## src/rtl/div_unit_pkg.sv

```systemverilog
// Core package: ALU control encodings, divider op encoding and divider FSM states.
// Latency: n/a (types and helpers only).
// Backpressure: n/a.
package div_unit_pkg;

  localparam int DIV_XLEN = 64;

  // ALU control encodings shared with the execute stage
  typedef enum logic [3:0] {
    ALU_ADD  = 4'b0000,
    ALU_SUB  = 4'b0001,
    ALU_AND  = 4'b0010,
    ALU_OR   = 4'b0011,
    ALU_XOR  = 4'b0100,
    ALU_SLL  = 4'b0101,
    ALU_SRL  = 4'b0110,
    ALU_SRA  = 4'b0111,
    ALU_SLT  = 4'b1000,
    ALU_SLTU = 4'b1001
  } alu_ctrl_e;

  // bit0 = unsigned, bit1 = remainder, bit2 = 32-bit word op
  typedef enum logic [2:0] {
    DIV_OP_DIV   = 3'b000,
    DIV_OP_DIVU  = 3'b001,
    DIV_OP_REM   = 3'b010,
    DIV_OP_REMU  = 3'b011,
    DIV_OP_DIVW  = 3'b100,
    DIV_OP_DIVUW = 3'b101,
    DIV_OP_REMW  = 3'b110,
    DIV_OP_REMUW = 3'b111
  } div_op_e;

  typedef enum logic [1:0] {
    DIV_IDLE = 2'b00,
    DIV_CALC = 2'b01,
    DIV_FIN  = 2'b10
  } div_state_e;

  function automatic logic op_is_signed(div_op_e op);
    return ~op[0];
  endfunction

  function automatic logic op_is_rem(div_op_e op);
    return op[1];
  endfunction

  function automatic logic op_is_word(div_op_e op);
    return op[2];
  endfunction

endpackage

```

## src/rtl/div_core.sv

```systemverilog
// Unsigned restoring shift-subtract divider, one quotient bit per step.
// Latency: n_iter step cycles after load; last is high during the final step.
// Backpressure: none; clear abandons the iteration, reset clears all state.
module div_core (
  input  logic        clk,
  input  logic        reset,
  input  logic        load,
  input  logic        step,
  input  logic        clear,
  input  logic [63:0] dividend,
  input  logic [63:0] divisor,
  input  logic [6:0]  n_iter,
  output logic [63:0] quot,
  output logic [63:0] rem,
  output logic        last
);

  logic [63:0] quot_q;
  logic [63:0] rem_q;
  logic [63:0] divisor_q;
  logic [6:0]  cnt_q;
  logic [64:0] trial;
  logic [64:0] diff;

  // Shift the next dividend bit into the partial remainder and trial-subtract;
  // diff[64] set means the trial was smaller than the divisor (restore).
  always_comb begin
    trial = {rem_q, quot_q[63]};
    diff  = trial - {1'b0, divisor_q};
  end

  // Operand load, per-step remainder/quotient update and iteration count
  always_ff @(posedge clk) begin
    if (reset) begin
      quot_q    <= '0;
      rem_q     <= '0;
      divisor_q <= '0;
      cnt_q     <= '0;
    end else if (clear) begin
      cnt_q <= '0;
    end else if (load) begin
      quot_q    <= dividend;
      rem_q     <= '0;
      divisor_q <= divisor;
      cnt_q     <= n_iter;
    end else if (step && (cnt_q != 7'd0)) begin
      cnt_q <= cnt_q - 7'd1;
      if (!diff[64]) begin
        rem_q  <= diff[63:0];
        quot_q <= {quot_q[62:0], 1'b1};
      end else begin
        rem_q  <= trial[63:0];
        quot_q <= {quot_q[62:0], 1'b0};
      end
    end
  end

  assign quot = quot_q;
  assign rem  = rem_q;
  assign last = (cnt_q == 7'd1);

endmodule

```

## src/rtl/div_unit.sv

```systemverilog
// Integer divide/remainder unit (64-bit and 32-bit word ops) with special-case bypass.
// Latency: Done N+1 cycles after Start (N=64, or 32 for W ops); 1 cycle for /0 and overflow.
// Backpressure: Start accepted only when idle (Busy=0); Flush aborts with no Done.
module div_unit
  import div_unit_pkg::*;
#(
  parameter int XLEN = 64
) (
  input  logic            clk,
  input  logic            reset,
  input  logic            Start,
  input  logic            Flush,
  input  logic [XLEN-1:0] SrcA,
  input  logic [XLEN-1:0] SrcB,
  input  logic [2:0]      DivOp,
  output logic            Busy,
  output logic            Done,
  output logic [XLEN-1:0] Result
);

  div_state_e  state_q, state_n;
  div_op_e     op_in;
  logic        op_w, op_signed, op_rem;
  logic [63:0] a_ext, b_ext, a_mag, b_mag;
  logic        a_neg, b_neg;
  logic        div_zero, overflow, special;
  logic [63:0] special_raw;
  logic [63:0] core_dividend;
  logic        start_acc;

  logic        op_w_q, op_rem_q, q_neg_q, r_neg_q, special_q;
  logic [63:0] special_raw_q;
  logic [63:0] result_q;

  logic [63:0] core_quot, core_rem;
  logic        core_last;
  logic [63:0] quot_s, rem_s, fin_raw, fin_val;

  assign op_in     = div_op_e'(DivOp);
  assign op_w      = op_is_word(op_in);
  assign op_signed = op_is_signed(op_in);
  assign op_rem    = op_is_rem(op_in);

  // Operand extension, magnitudes and special-case detection for the incoming request
  always_comb begin
    if (op_w) begin
      a_ext = op_signed ? {{32{SrcA[31]}}, SrcA[31:0]} : {32'b0, SrcA[31:0]};
      b_ext = op_signed ? {{32{SrcB[31]}}, SrcB[31:0]} : {32'b0, SrcB[31:0]};
    end else begin
      a_ext = SrcA;
      b_ext = SrcB;
    end
    a_neg    = op_signed & a_ext[63];
    b_neg    = op_signed & b_ext[63];
    a_mag    = a_neg ? -a_ext : a_ext;
    b_mag    = b_neg ? -b_ext : b_ext;
    div_zero = (b_ext == 64'd0);
    overflow = op_signed & (b_ext == '1) &
               (a_ext == (op_w ? 64'hFFFF_FFFF_8000_0000 : 64'h8000_0000_0000_0000));
    special  = div_zero | overflow;
    if (div_zero)
      special_raw = op_rem ? a_ext : '1;
    else
      special_raw = op_rem ? 64'd0 : a_ext;
    // Word ops park the dividend in the top half so the core shifts out bit 31 first
    core_dividend = op_w ? {a_mag[31:0], 32'b0} : a_mag;
  end

  assign start_acc = Start & ~Flush & (state_q == DIV_IDLE);

  // FSM state register
  always_ff @(posedge clk) begin
    if (reset) state_q <= DIV_IDLE;
    else       state_q <= state_n;
  end

  // Next-state: specials skip straight to FIN; Flush overrides everything
  always_comb begin
    state_n = state_q;
    case (state_q)
      DIV_IDLE: if (start_acc) state_n = special ? DIV_FIN : DIV_CALC;
      DIV_CALC: if (core_last) state_n = DIV_FIN;
      DIV_FIN:  state_n = DIV_IDLE;
      default:  state_n = DIV_IDLE;
    endcase
    if (Flush) state_n = DIV_IDLE;
  end

  assign Busy = (state_q != DIV_IDLE);
  assign Done = (state_q == DIV_FIN);

  // Capture the per-operation controls needed to post-process the core result
  always_ff @(posedge clk) begin
    if (reset) begin
      op_w_q        <= 1'b0;
      op_rem_q      <= 1'b0;
      q_neg_q       <= 1'b0;
      r_neg_q       <= 1'b0;
      special_q     <= 1'b0;
      special_raw_q <= '0;
    end else if (start_acc) begin
      op_w_q        <= op_w;
      op_rem_q      <= op_rem;
      q_neg_q       <= a_neg ^ b_neg;
      r_neg_q       <= a_neg;
      special_q     <= special;
      special_raw_q <= special_raw;
    end
  end

  div_core u_core (
    .clk      (clk),
    .reset    (reset),
    .load     (start_acc & ~special),
    .step     (state_q == DIV_CALC),
    .clear    (Flush),
    .dividend (core_dividend),
    .divisor  (b_mag),
    .n_iter   (op_w ? 7'd32 : 7'd64),
    .quot     (core_quot),
    .rem      (core_rem),
    .last     (core_last)
  );

  // Sign correction, special-case select and word sign-extension of the final value
  always_comb begin
    quot_s  = q_neg_q ? -core_quot : core_quot;
    rem_s   = r_neg_q ? -core_rem : core_rem;
    fin_raw = special_q ? special_raw_q : (op_rem_q ? rem_s : quot_s);
    fin_val = op_w_q ? {{32{fin_raw[31]}}, fin_raw[31:0]} : fin_raw;
  end

  // Hold the delivered result until the next operation completes
  always_ff @(posedge clk) begin
    if (reset)                    result_q <= '0;
    else if (state_q == DIV_FIN)  result_q <= fin_val;
  end

  assign Result = Done ? fin_val : result_q;

endmodule

```

## config.mk

```make
export PLATFORM = sky130hd
export DESIGN_NAME = div_unit
export DESIGN_NICKNAME = d
export VERILOG_FILES = /design/src/rtl/div_unit_pkg.sv /design/src/rtl/div_core.sv /design/src/rtl/div_unit.sv
export SDC_FILE = /design/constraint.sdc
export NUM_CORES = 1
export LEC_CHECK = 0
export ABC_CLOCK_PERIOD_IN_PS = 5050
export CORE_MARGIN = 4
export CORE_UTILIZATION = 55
export DETAILED_ROUTE_END_ITERATION = 10
export GPL_TIMING_DRIVEN = 0
export PLACE_DENSITY_LB_ADDON = 0.2
export SLEW_MARGIN = 20
export SYNTH_ARGS = -nofsm -noshare
export SYNTH_HDL_FRONTEND = slang
export SYNTH_SLANG_ARGS = --single-unit
```

## constraint.sdc

```tcl
create_clock -name clk -period 5.05 [get_ports clk]
set_clock_uncertainty 0.15 [all_clocks]
set_input_delay 1.01 -clock clk [delete_from_list [all_inputs] [get_ports clk]]
set_output_delay 1.01 -clock clk [all_outputs]
set_load 0.02 [all_outputs]
```

# After elaboration in Yosys (flattened, before gate mapping)
# Index checks and enable logic that the tools add are counted.
totals:
  ff_bits: 334
  inputBits: 135
  out_inout_bits: 66
  elab_cells: 77
op_classes:
  addsub: 6
  n_eq_ne: 7
  muxes: 30
  bitwise_logic: 12
  reduce_logical: 10
ops:
  columns: ["cell", "n"]
  rows:
  - ["two-way mux 64 bit", 21]
  - ["negator 64 bit", 4]
  - ["subtractor 65 x 64 -> 65 bit", 1]
  - ["equality test 64 bit", 1]
  - ["equality test 64 bit, second input constant", 1]
  - ["zero test 64 bit", 1]
  - ["two-way mux 63 bit", 1]
  - ["two-way mux 7 bit", 3]
  - ["AND 1 bit", 7]
  - ["equality test 7 x 1 -> 1 bit, second input constant", 1]
  - ["nonzero test 7 bit", 1]
  - ["subtractor 7 x 1 -> 7 bit, second input constant", 1]
  - ["two-way mux 2 bit", 3]
  - ["AND reduction 2 bit", 3]
  - ["inequality test 2 bit, second input constant", 2]
  - ["one-hot mux 2 bit (2 select lines)", 1]
  - ["nonzero test 2 bit", 2]
  - ["NOT 1 bit", 3]
  - ["equality test 2 x 1 -> 1 bit, second input constant", 1]
  - ["equality test 2 bit, second input constant", 1]
  - ["zero test 2 bit", 1]
  - ["OR reduction 2 bit", 1]
  - ["logical AND 1 bit", 1]
  - ["two-way mux 1 bit", 1]
  - ["2 further kinds", 2]

# Logic depth before layout (Yosys ltp)
logic_depth:
  ltp_word: 10
  depth_mapped: 14
  depth_no_buf: 13

# Cells and area by module
# Synthesis repeated with hierarchy kept, for this count alone.
hier_totals:
  hier_cells: 3685
  hier_area_um2: 26601.8
by_module_without_submodules:
  columns: ["module", "n_inst", "cells_each", "area_each_um2", "seq_area_each_um2"]
  rows:
  - ["div_unit", 1, 2126, 14466.4, 2702.6]
  - ["div_core", 1, 1559, 12135.4, 3983.8]

# Worst setup path before layout
# OpenSTA, ideal clock, no wires.
synth_path:
  kind: "register to output"
  startpoint: "register u_core.rem_q[16], in the netlist u_core.rem[16]"
  endpoint: "output port Result[56]"
  arrival_ns: 3.378
  required_time_ns: 3.890
  path_slack_ns: 0.512
  stages_incl_launch_ff: 13
  path_buffers: 2
  cell_sequence: "dfxtp_1 > or4_1 > or3_4 > o41ai_1 > xor2_1 > o221a_2 > buf_2 > nor2_1 > buf_2 > a21oi_1 > o21ai_0 > a21oi_1 > nor3_1"
synth_via:
  elab_chain_len: 6
synth_rtl:
  columns: ["element", "line_no", "rtl"]
  rows:
  - ["start, declared", "div_core.sv:19", "logic [63:0] rem_q;"]
  - ["start signal, assigned", "div_core.sv:49", "rem_q <= diff[63:0];"]
  - ["start signal, assigned", "div_core.sv:52", "rem_q <= trial[63:0];"]
  - ["negator 64 bit", "div_unit.sv:128", "rem_s = r_neg_q ? -core_rem : core_rem;"]
  - ["two-way mux 64 bit", "div_unit.sv:128", null]
  - ["two-way mux 64 bit (2 in series)", "div_unit.sv:129", "fin_raw = special_q ? special_raw_q : (op_rem_q ? rem_s : quot_s);"]
  - ["two-way mux 64 bit", "div_unit.sv:130", "fin_val = op_w_q ? {{32{fin_raw[31]}}, fin_raw[31:0]} : fin_raw;"]
  - ["two-way mux 64 bit", null, null]
  - ["end, declared", "div_unit.sv:18", "output logic [XLEN-1:0] Result"]
# No other way between the ends.

# Final worst setup path
layout_path:
  startpoint: "register u_core.rem_q[35], in the netlist u_core.rem[35]"
  endpoint: "output port Result[55]"
# Same word-level chain as after synthesis.

==> impl_metrics.xml <==
<?xml version="1.0" encoding="UTF-8"?>
<metrics>
  <group name="cts">
    <metric name="h-tree-depth" unit="">2</metric>
    <metric name="ctsLongestPathBuffers" unit="">3</metric>
    <metric name="cts.root.buffer_cell" unit="">clkbuf_16</metric>
    <metric name="post_cts_hold_buffer_count" unit="">0</metric>
    <metric name="clock_tree_from_tritoncts" unit="">yes</metric>
    <metric name="tritoncts.num_buffers" unit="">36</metric>
    <metric name="worstSkewPairLatency" unit="ns">0.57</metric>
    <metric name="clkTransAtPathRegs" unit="ns">0.06</metric>
    <metric name="clkSinkCount" unit="">334</metric>
  </group>
  <group name="layout">
    <metric name="nets" unit="">4051</metric>
    <metric name="final_layout_size_suffix_gt1_frac" unit="">0.0941</metric>
    <metric name="num-fill-cells" unit="">4167</metric>
    <metric name="area_of_the_multi_input_gates" unit="um^2">18100</metric>
    <metric name="register_area" unit="um^2">6740</metric>
    <metric name="final_cells" unit="">4471</metric>
    <metric name="syn_to_final_growth" unit="%">19.4</metric>
    <metric name="stdcell_area" unit="um^2">30500</metric>
  </group>
  <group name="sta">
    <metric name="final.setup.worst_slack" unit="ns">-0.288</metric>
    <metric name="maximum_clock_frequency" unit="MHz">187</metric>
    <metric name="slew-limit-headroom" unit="">0.285</metric>
    <metric name="period_needed" unit="ns">5.34</metric>
    <metric name="actual_transition_at_the_worst_max_transition_pin" unit="ns">1.07</metric>
    <metric name="setup_repair_after_global_routing_missed_its_margin" unit="">true</metric>
    <metric name="report.final.setup_viol" unit="">18</metric>
    <metric name="final.setup.tns" unit="ns">-2.22</metric>
    <metric name="fin_crit_share" unit="">1.06</metric>
    <metric name="timing.final.hold_violations" unit="">0</metric>
    <metric name="slew_viol_final" unit="">0</metric>
  </group>
  <group name="global_route">
    <metric name="grt_pass1_vias" unit="">26400</metric>
    <metric name="grt_start_max_net_pins" unit="">15</metric>
    <metric name="gr-usage-all-layers" unit="">0.432</metric>
    <metric name="grt_first_pass_wirelength" unit="um">166000</metric>
    <metric name="overflow" unit="">0</metric>
    <metric name="number_of_antenna_violations_at_the_first_check_in_global_routing" unit="">3</metric>
  </group>
  <group name="detailed_routing">
    <metric name="final_wirelength" unit="um">116000</metric>
    <metric name="wire_per_inst" unit="um">26.0</metric>
    <metric name="route.vias.total" unit="">30000</metric>
    <metric name="firstDrtPassIters" unit="">7</metric>
    <metric name="mean_number_of_vias_per_cell" unit="">6.70</metric>
    <metric name="drt_drc_violations_left" unit="">0</metric>
    <metric name="drt_iter0_drc" unit="">4566</metric>
    <metric name="antenna_left" unit="">0</metric>
  </group>
  <group name="placement">
    <metric name="post_dp_cell_area" unit="um^2">28200</metric>
    <metric name="post-dp-hpwl" unit="um">91100</metric>
    <metric name="place_inst" unit="">4350</metric>
    <metric name="gp_congestion" unit="">1.08</metric>
    <metric name="detailedPlace.worstSlack" unit="ns">-0.500</metric>
    <metric name="portBuffers" unit="">191</metric>
  </group>
  <group name="die">
    <metric name="row_count" unit="">78</metric>
    <metric name="die-width" unit="um">224</metric>
    <metric name="floorplan.initialDensity" unit="">0.559</metric>
    <metric name="die_h" unit="um">224</metric>
    <metric name="fp.dieArea" unit="um^2">50000</metric>
    <metric name="io_pins" unit="">201</metric>
    <metric name="coreArea" unit="um^2">45700</metric>
  </group>
  <group name="power_and_ir_drop">
    <metric name="seq_power_share" unit="">0.395</metric>
    <metric name="cellInternalPower" unit="mW">4.80</metric>
    <metric name="combPwrFrac" unit="">0.234</metric>
    <metric name="post-layout-total-power" unit="mW">7.21</metric>
    <metric name="leakagePower" unit="nW">11.5</metric>
    <metric name="power.share.switching" unit="">0.334</metric>
    <metric name="power_per_cell_area" unit="nW/um^2">236</metric>
    <metric name="power.switching" unit="mW">2.40</metric>
    <metric name="pwr-share-clk" unit="">0.370</metric>
    <metric name="ir_drop" unit="V">0.000301</metric>
  </group>
  <group name="worst_setup_path">
    <metric name="worst_path_dominant_cell_family" unit="">simple AND/OR/NAND/NOR gates</metric>
    <metric name="timing.critical_path.arrival" unit="ns">4.18</metric>
    <metric name="critPathMostFrequentCell" unit="">or4_4</metric>
    <metric name="cell_by_cell_trace_of_the_critical_path" unit="">or4_4, or4_4, buf_6, or4_4, or3_4, o41ai_4, xor2_2, o22ai_2, a211oi_2, buf_4, nor3_2, buf_4</metric>
    <metric name="regToRegSetupSlack" unit="ns">0.25</metric>
    <metric name="worstRegToRegCells" unit="">14</metric>
    <metric name="startpoint_type" unit="">flop</metric>
    <metric name="critical_path.reg2reg.startpoint" unit="">u_core.rem[25]$_SDFFE_PP0P_</metric>
    <metric name="crit_required" unit="ns">3.89</metric>
    <metric name="cp_slowest_cell" unit="">or4_4</metric>
    <metric name="timing.critical_path.buf_inv" unit="">3</metric>
    <metric name="end_kind" unit="">primary output</metric>
    <metric name="timing.critical_path.slowest_cell_delay" unit="ns">0.54</metric>
    <metric name="worst-path-max-fanout" unit="">2</metric>
    <metric name="critical_setup_path_kind" unit="">reg2out</metric>
    <metric name="worst_r2r_endpoint" unit="">u_core.rem[49]$_SDFFE_PP0P_</metric>
  </group>
  <group name="logic_synthesis">
    <metric name="synth_largest_type_area_fraction" unit="">0.262</metric>
    <metric name="synthDominantAreaCellType" unit="">dfxtp_1</metric>
    <metric name="postSynth.topFlopCell" unit="">dfxtp_1</metric>
    <metric name="synth_edf_count" unit="">0</metric>
    <metric name="post_synth_instance_area" unit="um^2">25500</metric>
    <metric name="yosysWarningCount" unit="">0</metric>
    <metric name="synthDistinctLibCells" unit="">96</metric>
    <metric name="syn_inst" unit="">3559</metric>
    <metric name="synth_area_per_cell" unit="um^2">7.18</metric>
    <metric name="syn-num-nets" unit="">3767</metric>
    <metric name="synth_top_cells_by_count" unit="">nor2_1 (492), nand2_1 (348), dfxtp_1 (334), a21oi_1 (306), o21ai_0 (274)</metric>
    <metric name="netlist_top_cells_area" unit="">dfxtp_1 (26%), nor2_1 (7.2%), a21oi_1 (6.0%)</metric>
    <metric name="ys_async_sr_fraction" unit="">0</metric>
    <metric name="synth_most_common_cell" unit="">nor2_1</metric>
    <metric name="yosys_register_bits" unit="">334</metric>
    <metric name="yosysSeqAreaShare" unit="">0.262</metric>
  </group>
  <group name="min_path">
    <metric name="hold_path.class" unit="">reg2reg</metric>
    <metric name="min_to" unit="">u_core.divisor_q[63]$_SDFFE_PP0P_</metric>
    <metric name="worstHoldStart" unit="">u_core.divisor_q[63]$_SDFFE_PP0P_</metric>
    <metric name="hold-path-cell-count" unit="">2</metric>
  </group>
  <group name="run_status">
    <metric name="violations_in_the_final_reports" unit="">negative setup slack</metric>
    <metric name="status" unit="">finished with violations</metric>
  </group>
  <group name="flow_run">
    <metric name="max_capacitance_violation_count" unit="">0</metric>
  </group>
</metrics>
==> worst min-delay path, delay by kind of cell, from the launching register on <==
family             cells  cell delay (ns)
DFF                    1             0.31
and+or+nand+nor        1             0.05
AOI/OAI and AO/OA      1             0.05
==> cell families after synthesis <==
logic type	count (synthesis)	share of synthesized area
and+or+nand+nor	1313	0.243
adders and majority gates	100	0.0466
xor gates and xnor gates	295	0.101
muxes	19	0.00749
buffers and inverters	377	0.0576
DFF	334	0.262
AOI/OAI and AO/OA	1121	0.282
==> how the worst max path moves through the flow <==
stage | end | start | cells past startpoint
2_1_floorplan | Result[56] | u_core.rem[16]$_SDFFE_PP0P_ | 12
3_3_place_gp | Result[48] | u_core.quot[0]$_SDFFE_PP0P_ | 14
3_5_place_dp | Result[48] | u_core.quot[0]$_SDFFE_PP0P_ | 14
4_1_cts | Result[55] | u_core.rem[35]$_SDFFE_PP0P_ | 12
5_1_grt | Result[55] | u_core.rem[6]$_SDFFE_PP0P_ | 12
6_report | Result[55] | u_core.rem[35]$_SDFFE_PP0P_ | 12
==> registers in the layout (all words and copies together), names as in the netlist <==
signal,flops
result_q,64
special_raw_q,64
u_core.divisor_q,64
u_core.quot,64
u_core.rem,64
u_core.cnt_q,7
state_q,2
op_rem_q,1
op_w_q,1
q_neg_q,1
r_neg_q,1
special_q,1
==> through the flow <==
step	hold WS, ns	utilization
2_1_floorplan	0.270	-
3_3_place_gp	0.289	0.618
3_5_place_dp	0.296	0.618
4_1_cts	0.308	0.659
5_1_grt	0.312	0.668
6_report	0.306	0.668
==> repair_timing <==
action                                  4_1_cts  5_1_grt
gates cloned                                  1        0
pin swaps                                    43       38
setup buffers                                45       19
endpoints found under the setup margin       49       98
resized for setup                           229      105
==> area by class of cell <==
cell class              instances  share of cell area
plain buffers                 261              0.0348
inverters                     107              0.0132
multi-input cells            2848               0.592
repair buffers                255              0.0765
well taps                     600              0.0246
diodes                          2            0.000164
clock inverters                15             0.00504
clock buffers                  49              0.0334
flip-flops and latches        334               0.221
==> power by group through the flow <==
stage          Sequential [mW]  Combinational (mW)  Clock, mW
2_1_floorplan             2.84               0.945          0
3_3_place_gp              2.89                1.51          0
3_5_place_dp              2.89                1.52          0
4_1_cts                   2.83                1.58       2.65
5_1_grt                   2.84                1.78       2.76
6_report                  2.85                1.69       2.67
==> cell usage in the layout, fill, tap and decap left out, types with 137 or more instances in the layout <==
cell type	n
nor2_1	489
a21oi_1	301
a211oi_1	145
dfxtp_1	315
clkbuf_1	217
o21ai_0	258
clkdlybuf4s50_1	144
xnor2_1	153
nand2_1	345
xor2_1	137
==> routing by layer <==
metal	vias to the layer above	global-route usage	share of wire	wire, um
met3	341	0.128	0.15	17200
li1	13400	-	-	-
met1	14000	0.615	0.40	47000
met4	2	0.185	0.055	6350
met2	2199	0.606	0.39	45700
met5	-	0	0.00011	13
Power figures use the tool's default switching activity.
